`config.mk`:
```
export PLATFORM = sky130hd
export DESIGN_NAME = inst_queue
export DESIGN_NICKNAME = d
export VERILOG_FILES = /design/src/rtl/inst_queue.sv
export SDC_FILE = /design/constraint.sdc
export NUM_CORES = 2
export LEC_CHECK = 0
export ABC_AREA = 1
export ABC_CLOCK_PERIOD_IN_PS = 8100
export CORE_ASPECT_RATIO = 1.5
export CORE_MARGIN = 5
export CORE_UTILIZATION = 43
export CTS_CLUSTER_SIZE = 16
export DETAILED_ROUTE_END_ITERATION = 10
export GPL_ROUTABILITY_DRIVEN = 0
export HOLD_SLACK_MARGIN = 0.02
export PLACE_DENSITY = 0.67
export SETUP_SLACK_MARGIN = 0.5
export SYNTH_ARGS = -nofsm -noshare
export SYNTH_HDL_FRONTEND = slang
export SYNTH_SLANG_ARGS = --single-unit
```
`constraint.sdc`:
```
create_clock -name clk -period 8.1 [get_ports clk]
set_clock_uncertainty 0.05 [all_clocks]
set_input_delay 1.62 -clock clk [delete_from_list [all_inputs] [get_ports clk]]
set_output_delay 1.62 -clock clk [all_outputs]
set_load 0.01 [all_outputs]
```
`src/rtl/inst_queue.sv`:
```
// Fetch-to-decode instruction buffer: circular queue taking up to FETCH_W packets per cycle and presenting the ISSUE_W oldest.
// Optional same-cycle bypass when empty is enabled by defining INST_QUEUE_BYPASS_EN.
module inst_queue #(
  parameter int unsigned DEPTH   = 8,
  parameter int unsigned FETCH_W = 2,
  parameter int unsigned ISSUE_W = 2,
  parameter int unsigned EXC_W   = 8
) (
  input  logic                        clk,
  input  logic                        reset,
  input  logic                        flush,
  input  logic [$clog2(FETCH_W+1)-1:0] in_count,
  input  logic [FETCH_W*32-1:0]       in_pc,
  input  logic [FETCH_W*32-1:0]       in_inst,
  input  logic [FETCH_W-1:0]          in_pred_branch_taken,
  input  logic [FETCH_W*32-1:0]       in_pred_branch_target,
  input  logic [FETCH_W-1:0]          in_have_exception,
  input  logic [FETCH_W*EXC_W-1:0]    in_exception_type,
  output logic                        in_ready,
  output logic [ISSUE_W-1:0]          out_valid,
  output logic [ISSUE_W*32-1:0]       out_pc,
  output logic [ISSUE_W*32-1:0]       out_inst,
  output logic [ISSUE_W-1:0]          out_pred_branch_taken,
  output logic [ISSUE_W*32-1:0]       out_pred_branch_target,
  output logic [ISSUE_W-1:0]          out_have_exception,
  output logic [ISSUE_W*EXC_W-1:0]    out_exception_type,
  input  logic [$clog2(ISSUE_W+1)-1:0] consume
);

  localparam int unsigned CW    = $clog2(FETCH_W+1);
  localparam int unsigned IW    = $clog2(ISSUE_W+1);
  localparam int unsigned PW    = $clog2(DEPTH);
  localparam int unsigned NW    = $clog2(DEPTH+1);
  localparam int unsigned ENT_W = 32 + 32 + 1 + 32 + 1 + EXC_W;

  logic [ENT_W-1:0] mem [DEPTH];
  logic [PW-1:0]    head;
  logic [PW-1:0]    tail;
  logic [NW-1:0]    count;

  logic [ENT_W-1:0] in_ent  [FETCH_W];
  logic [ENT_W-1:0] out_ent [ISSUE_W];
  logic             byp;
  logic [NW-1:0]    acc;
  logic [NW-1:0]    avail;
  logic [NW-1:0]    taken;
  logic [NW-1:0]    skip;
  logic [NW-1:0]    enq;
  logic [NW-1:0]    deq;

  // Accept/issue accounting; in bypass the consumed lanes come straight from the fetch packet.
  always_comb begin
    in_ready = (NW'(DEPTH) - count) >= NW'(FETCH_W);
    acc      = in_ready ? NW'(in_count) : '0;
    byp      = 1'b0;
`ifdef INST_QUEUE_BYPASS_EN
    byp      = (count == '0) && !flush && (acc != '0);
`endif
    if (byp) avail = (acc < NW'(ISSUE_W)) ? acc : NW'(ISSUE_W);
    else     avail = (count < NW'(ISSUE_W)) ? count : NW'(ISSUE_W);
    taken = (NW'(consume) < avail) ? NW'(consume) : avail;
    skip  = byp ? taken : '0;
    deq   = byp ? '0 : taken;
    enq   = acc - skip;
  end

  // Pack fetch lanes and unpack the issue window.
  always_comb begin
    for (int i = 0; i < int'(FETCH_W); i++) begin
      in_ent[i] = {in_pc[32*i+:32], in_inst[32*i+:32], in_pred_branch_taken[i],
                   in_pred_branch_target[32*i+:32], in_have_exception[i],
                   in_exception_type[EXC_W*i+:EXC_W]};
    end
    out_valid              = '0;
    out_pc                 = '0;
    out_inst               = '0;
    out_pred_branch_taken  = '0;
    out_pred_branch_target = '0;
    out_have_exception     = '0;
    out_exception_type     = '0;
    for (int i = 0; i < int'(ISSUE_W); i++) begin
      out_ent[i]   = byp ? in_ent[i % int'(FETCH_W)] : mem[head + PW'(i)];
      out_valid[i] = avail > NW'(i);
      {out_pc[32*i+:32], out_inst[32*i+:32], out_pred_branch_taken[i],
       out_pred_branch_target[32*i+:32], out_have_exception[i],
       out_exception_type[EXC_W*i+:EXC_W]} = out_ent[i];
    end
  end

  // Storage is not reset; only lanes not bypassed this cycle are written.
  always_ff @(posedge clk) begin
    if (!reset && !flush) begin
      for (int j = 0; j < int'(FETCH_W); j++) begin
        if (NW'(j) < enq) mem[tail + PW'(j)] <= in_ent[(j + int'(skip)) % int'(FETCH_W)];
      end
    end
  end

  always_ff @(posedge clk) begin
    if (reset || flush) begin
      head  <= '0;
      tail  <= '0;
      count <= '0;
    end else begin
      head  <= head + PW'(deq);
      tail  <= tail + PW'(enq);
      count <= count + enq - deq;
    end
  end

  // Protocol checks: oversize fetch packet is an error, over-consume is clamped and flagged.
  always_ff @(posedge clk) begin
    if (!reset && !flush) begin
      assert (in_count <= CW'(FETCH_W))
        else $error("inst_queue: in_count %0d exceeds FETCH_W", in_count);
      assert (NW'(consume) <= avail)
        else $warning("inst_queue: consume %0d exceeds %0d valid lanes, clamped", consume, avail);
    end
  end

  logic unused_iw;
  assign unused_iw = ^IW'(0);

endmodule

```
Word level (Yosys, flattened, before mapping)
Memories as Yosys holds them, arrays and structs flattened. A register that Yosys moved wholly into a read port is not among the register bits.
Index checks and enable logic that the tools add are counted.
{"block": "classes", "n_addsub": 7, "n_lt_le_gt_ge": 7, "muxes": 10, "reduce_logical": 4}
{"operator": "$gt A4 B1 Y1 const B", "n": 2}
{"operator": "$mux W4", "n": 2}
{"operator": "$add A3 B1 Y3 const B", "n": 2}
{"operator": "$mux W1", "n": 6}
{"operator": "$add A4 B2 Y4", "n": 1}
{"operator": "$ge A4 B2 Y1 const B", "n": 1}
{"operator": "$lt A1 B2 Y1 const A", "n": 2}
{"operator": "$lt A2 B4 Y1", "n": 1}
{"operator": "$lt A4 B2 Y1 const B", "n": 1}
{"operator": "$sub A4 B4 Y4", "n": 1}
{"operator": "$sub A4 B4 Y4 const A", "n": 1}
{"operator": "$add A3 B2 Y3", "n": 1}
{"operator": "$add A3 B3 Y3", "n": 1}
{"operator": "$mux W3", "n": 1}
{"operator": "$logic_not A1 Y1", "n": 2}
{"operator": "$mux W2", "n": 1}
{"operator": "$logic_and A1 B1 Y1", "n": 1}
{"operator": "$logic_or A1 B1 Y1", "n": 1}
{"block": "word_totals", "reg_bits": 10, "ramBits": 848, "inputBits": 219, "output_inout_bits": 215, "wordCells": 32, "mem_count": 1}
{"memory": "mem", "depth": 8, "width": 106, "rd": 2, "rd_ports_with_merged_regs": 1, "write_ports": 2, "line": "36", "rtl": "logic [ENT_W-1:0] mem [DEPTH];"}

Longest topological paths before layout
{"block": "logic_depth", "depth_word": 7, "mapped_depth": 17, "mapped_depth_nobuf": 17}

Worst setup path after synthesis
OpenSTA, ideal clock, no wires.
{"block": "synth_timing", "kind": "input to register", "startpoint": "input in_count[1]", "endpoint": "memory mem[7][0] (netlist name) (enable)", "setup_time_ns": 0.468, "arrival_ns": 4.833, "t_required_ns": 7.582, "setup_slack_ns": 2.749, "cell_stages": 5, "path_buffers": 3, "cell_sequence": "buf_2 buf_1 nand4_2 clkbuf_1 nand2_1"}
{"element": "from (decl)", "line": "12", "rtl": "input logic [$clog2(FETCH_W+1)-1:0] in_count,"}
{"element": "to (decl)", "line": "36"}

Worst setup path after layout
{"block": "layout_timing", "startpoint": "register head[0]", "endpoint": "output out_pred_branch_taken[1]"}
{"block": "layout_via", "elab_chain_cells": 2}
{"element": "from (decl)", "line": "37", "rtl": "logic [PW-1:0] head;"}
{"element": "from (signal assigned)", "line": "105", "rtl": "head <= head + PW'(deq);"}
{"element": "$add A3 B1 Y3", "line": "82", "rtl": "out_ent[i] = byp ? in_ent[i % int'(FETCH_W)] : mem[head + PW'(i)];"}
{"element": "$mem_v2 Z8 W106"}
{"element": "to (decl)", "line": "23", "rtl": "output logic [ISSUE_W-1:0] out_pred_branch_taken,"}
No other way between the ends.

==> results.py <==
metrics = {
    "setup_path": {
        "critPathLaunchType": "flip-flop",
        "timing.critical_path.required_ns": 6.43,
        "cp.depth": 10,
        "timing.reg2reg.worst_path_depth": 9,
        "ff2ff_setup_slack_ns": 2.90,
        "crit_start": "head[0]",
        "critPathMaxFanout": 189,
        "endpoint": "out_pred_branch_taken[1]",
        "worst-setup-path-type": "flip-flop to output port",
        "critPathSlowestCell": "sky130_fd_sc_hd__dfxtp_4",
        "r2r-start": "tail[0]",
        "worst_ep_arrival_time_ns": 5.02,
        "worst_r2r_endpoint": "mem[3][85]",
        "timing.critical_path.buf_inv": 4,
        "crit_path_cell_trace": "buf_12 > buf_4 > buf_4 > nor2_1 > nor2_1 > o21ai_0 > nand2_1 > nor2_1 > a31oi_1 > clkdlybuf4s50_1",
        "endpoint_kind": "output port",
        "path_delay_family": "buffers and inverters",
        "crit_path_max_incr_delay_ns": 0.82,
        "critical_path.most_common_cell": "sky130_fd_sc_hd__nor2_1",
    },
    "layout": {
        "final_net_count": 7386,
        "finalInstanceArea_um2": 62400,
        "syn_to_final_growth_pct": 12.0,
        "final_layout_size_suffix_gt1_frac": 0.0383,
    },
    "timing": {
        "maxSlewHeadroom": 0.165,
        "timing.final.setup_violations": 0,
        "setup_tns_ns": 0,
        "worst-slew-pin-transition_ns": 1.25,
        "layout_min_cycle_time_ns": 6.69,
        "final_max_slew_viol_count": 0,
        "max_freq_mhz": 150,
        "final_number_of_hold_violating_endpoints": 0,
        "rsz0062_at_grt": "no",
        "hold-worst-slack_ns": 0.613,
        "period_utilization": 0.825,
    },
    "cts": {
        "cts_tree": "yes",
        "clock_tree.root_cell": "sky130_fd_sc_hd__clkbuf_16",
        "worst_skew_pair.late_latency_ns": 0.71,
        "ctsHoldBuffers": 0,
        "postCtsSetupRepairBufs": 0,
        "cts.sink_count": 858,
        "htree_num_levels": 3,
        "tritoncts.num_buffers": 90,
        "max-clock-path-buffers": 3,
        "post_cts_resized": 0,
        "cts.reportedPaths.clkPinSlew_ns": 0.06,
    },
    "logic_synthesis": {
        "yosys_register_bits": 858,
        "postSynthAreaPerCell_um2": 7.50,
        "syn-instance-count": 7434,
        "count_of_flip_flops_with_a_built_in_enable_after_synthesis": 848,
        "portion_of_the_post_synthesis_area_used_by_sequential_elements": 0.460,
        "mappedNetlistNets": 7670,
        "synthXorXnorAreaFrac": 0.000628,
        "yosysUniqueCellTypes": 31,
        "synth_top_area_cell": "sky130_fd_sc_hd__edfxtp_1",
        "yosys_warnings": 0,
        "ys_async_sr_fraction": 0,
        "mux_contribution_to_synthesized_area": 0,
        "synth-simple-area-share": 0.297,
        "post-synth-top-count-cell": "sky130_fd_sc_hd__nand2_1",
        "yosys_most_used_dff": "sky130_fd_sc_hd__edfxtp_1",
        "synth_top_family_by_area": "simple AND/OR/NAND/NOR gates",
        "synth_compound_gate_area_share": 0.147,
        "yosys-top-cells-count": "2148 x sky130_fd_sc_hd__nand2_1, 975 x sky130_fd_sc_hd__o21ai_0, 849 x sky130_fd_sc_hd__nand4_1, 848 x sky130_fd_sc_hd__edfxtp_1, 755 x sky130_fd_sc_hd__nor2_1",
        "netlist_area_before_placement_um2": 55700,
        "netlist.area_leader.share": 0.457,
        "synth_fa_ha_area_frac": 0.00435,
        "netlist_top_cells_area": "sky130_fd_sc_hd__edfxtp_1 46%, sky130_fd_sc_hd__nand2_1 14%, sky130_fd_sc_hd__nand4_1 9.5%",
    },
    "floorplanning": {
        "num_io_pins": 434,
        "core_um2": 129000,
        "fp-row-count": 161,
        "die_area_um2": 137000,
        "initial_core_util": 0.434,
        "vert_die_dim_um": 451,
        "fp.dieW_um": 304,
    },
    "routing": {
        "drc": 0,
        "number_of_violations_reported_at_the_end_of_detailed_routing_iteration_0": 7417,
        "routed_wirelength_um": 224000,
        "routedWlPerCell_um": 25.0,
        "ant_nets": 0,
        "drt-vias-per-instance": 6.29,
        "vias": 56300,
        "drt_pass1_iterations": 6,
    },
    "global_routing": {
        "overflow": 0,
        "grt_max_degree": 233,
        "number_of_antenna_violations_at_the_first_check_in_global_routing": 36,
        "vias_in_the_first_global_route": 53600,
        "grt_first_pass_wirelength_um": 330000,
        "groute.usage.overall": 0.309,
    },
    "placement": {
        "placement.cell_area_um2": 59400,
        "dpl.hpwl_um": 121000,
        "port_buffers": 433,
    },
    "pwr": {
        "power.static_leakage_nw": 24.7,
        "power.density_cell_area_nw_per_um2": 309,
        "peakVddDrop_mv": 0.291,
    },
    "worst_hold_path": {
        "worst_hold_path_type": "flip-flop to flip-flop",
    },
    "status": {
        "result_of_the_run": "finished clean",
    },
    "job": {
        "maxCapViolCount": 0,
    },
}
## worst min-delay path, stage by stage, from the launching register on
cell,delay [ns]
sky130_fd_sc_hd__dfxtp_1,0.40
sky130_fd_sc_hd__xnor2_1,0.19
sky130_fd_sc_hd__nor2_1,0.04
## how the worst min path moves through the flow
stage          startpoint       to  slack, ns  depth (start not counted)
3_3_place_gp      tail[2]  tail[2]       0.58                          2
5_1_grt           tail[2]  tail[2]       0.67                          2
3_5_place_dp      tail[2]  tail[2]       0.59                          2
6_report          tail[2]  tail[2]       0.61                          2
2_1_floorplan     tail[2]  tail[2]       0.53                          3
4_1_cts           tail[2]  tail[2]       0.61                          2
## report_power, final
part           switching, W  internal, W  total [W]
Combinational       0.00647      0.00317    0.00964
Sequential         0.000132      0.00519    0.00533
Clock               0.00190      0.00244    0.00434
Total               0.00851       0.0108     0.0193
## placed cells by master, fill, tap and decap left out, types with 3 or more instances in the layout
master,instances
sky130_fd_sc_hd__nand2_1,2140
sky130_fd_sc_hd__o21ai_0,975
sky130_fd_sc_hd__nand4_1,849
sky130_fd_sc_hd__edfxtp_1,848
sky130_fd_sc_hd__nor2_1,754
sky130_fd_sc_hd__clkdlybuf4s50_1,433
sky130_fd_sc_hd__a21oi_1,427
sky130_fd_sc_hd__inv_1,239
sky130_fd_sc_hd__a31oi_1,106
sky130_fd_sc_hd__clkbuf_16,93
sky130_fd_sc_hd__o21ai_1,88
sky130_fd_sc_hd__buf_4,77
sky130_fd_sc_hd__buf_12,26
sky130_fd_sc_hd__clkbuf_1,22
sky130_fd_sc_hd__diode_2,21
sky130_fd_sc_hd__clkinv_1,16
sky130_fd_sc_hd__clkinv_2,14
sky130_fd_sc_hd__ha_1,12
sky130_fd_sc_hd__nor2_4,10
sky130_fd_sc_hd__bufinv_16,10
sky130_fd_sc_hd__nand4_4,8
sky130_fd_sc_hd__nor3_1,8
sky130_fd_sc_hd__o2111ai_1,8
sky130_fd_sc_hd__nand2_4,8
sky130_fd_sc_hd__clkinvlp_4,7
sky130_fd_sc_hd__dfxtp_1,7
sky130_fd_sc_hd__nand3_1,5
sky130_fd_sc_hd__inv_2,4
sky130_fd_sc_hd__nand3_2,4
sky130_fd_sc_hd__fa_1,4
sky130_fd_sc_hd__dfxtp_4,3
## stage by stage
stage	cells	utilization	power [W]	setup slack, ns
2_1_floorplan	7434	-	0.0108	2.75
3_3_place_gp	8769	0.462	0.0147	2.25
3_5_place_dp	8769	0.462	0.0149	2.25
4_1_cts	8934	0.485	0.0192	1.46
5_1_grt	8951	0.486	0.0202	1.11
6_report	8955	0.486	0.0193	1.41
## cell type report
| class | count | area [um2] |
|---|---|---|
| flip-flops and latches | 858 | 25700 |
| fillers | 12300 | 66100 |
| multi-input cells | 5417 | 25200 |
| well taps | 1711 | 2140 |
| clock buffers | 115 | 2410 |
| diodes | 21 | 52.6 |
| repair buffers | 536 | 5430 |
| inverters | 247 | 945 |
| clock inverters | 50 | 579 |
## metal layers
| layer | up-vias | routed length [um] | track usage |
|---|---|---|---|
| li1 | 25100 | - | - |
| met1 | 26400 | 77400 | 0.367 |
| met2 | 3967 | 105000 | 0.510 |
| met3 | 825 | 25500 | 0.0612 |
| met4 | 26 | 15700 | 0.203 |
| met5 | - | 183 | 0 |
## cell families (layout without fill, tap and decap cells)
kind of cell	Yosys count	after routing
compound gates	1604	1604
fa+ha+maj	17	17
xor+xnor	4	4
buf+inv	1159	948
flops	858	858
other cells	0	21
simple gates	3792	3792
## sequential cells by signal, summed over array words and instances, names as in the netlist
signal / count
head: 3
count: 4
tail: 3
mem: 848
Note: power is estimated with default switching activity, not from simulation.
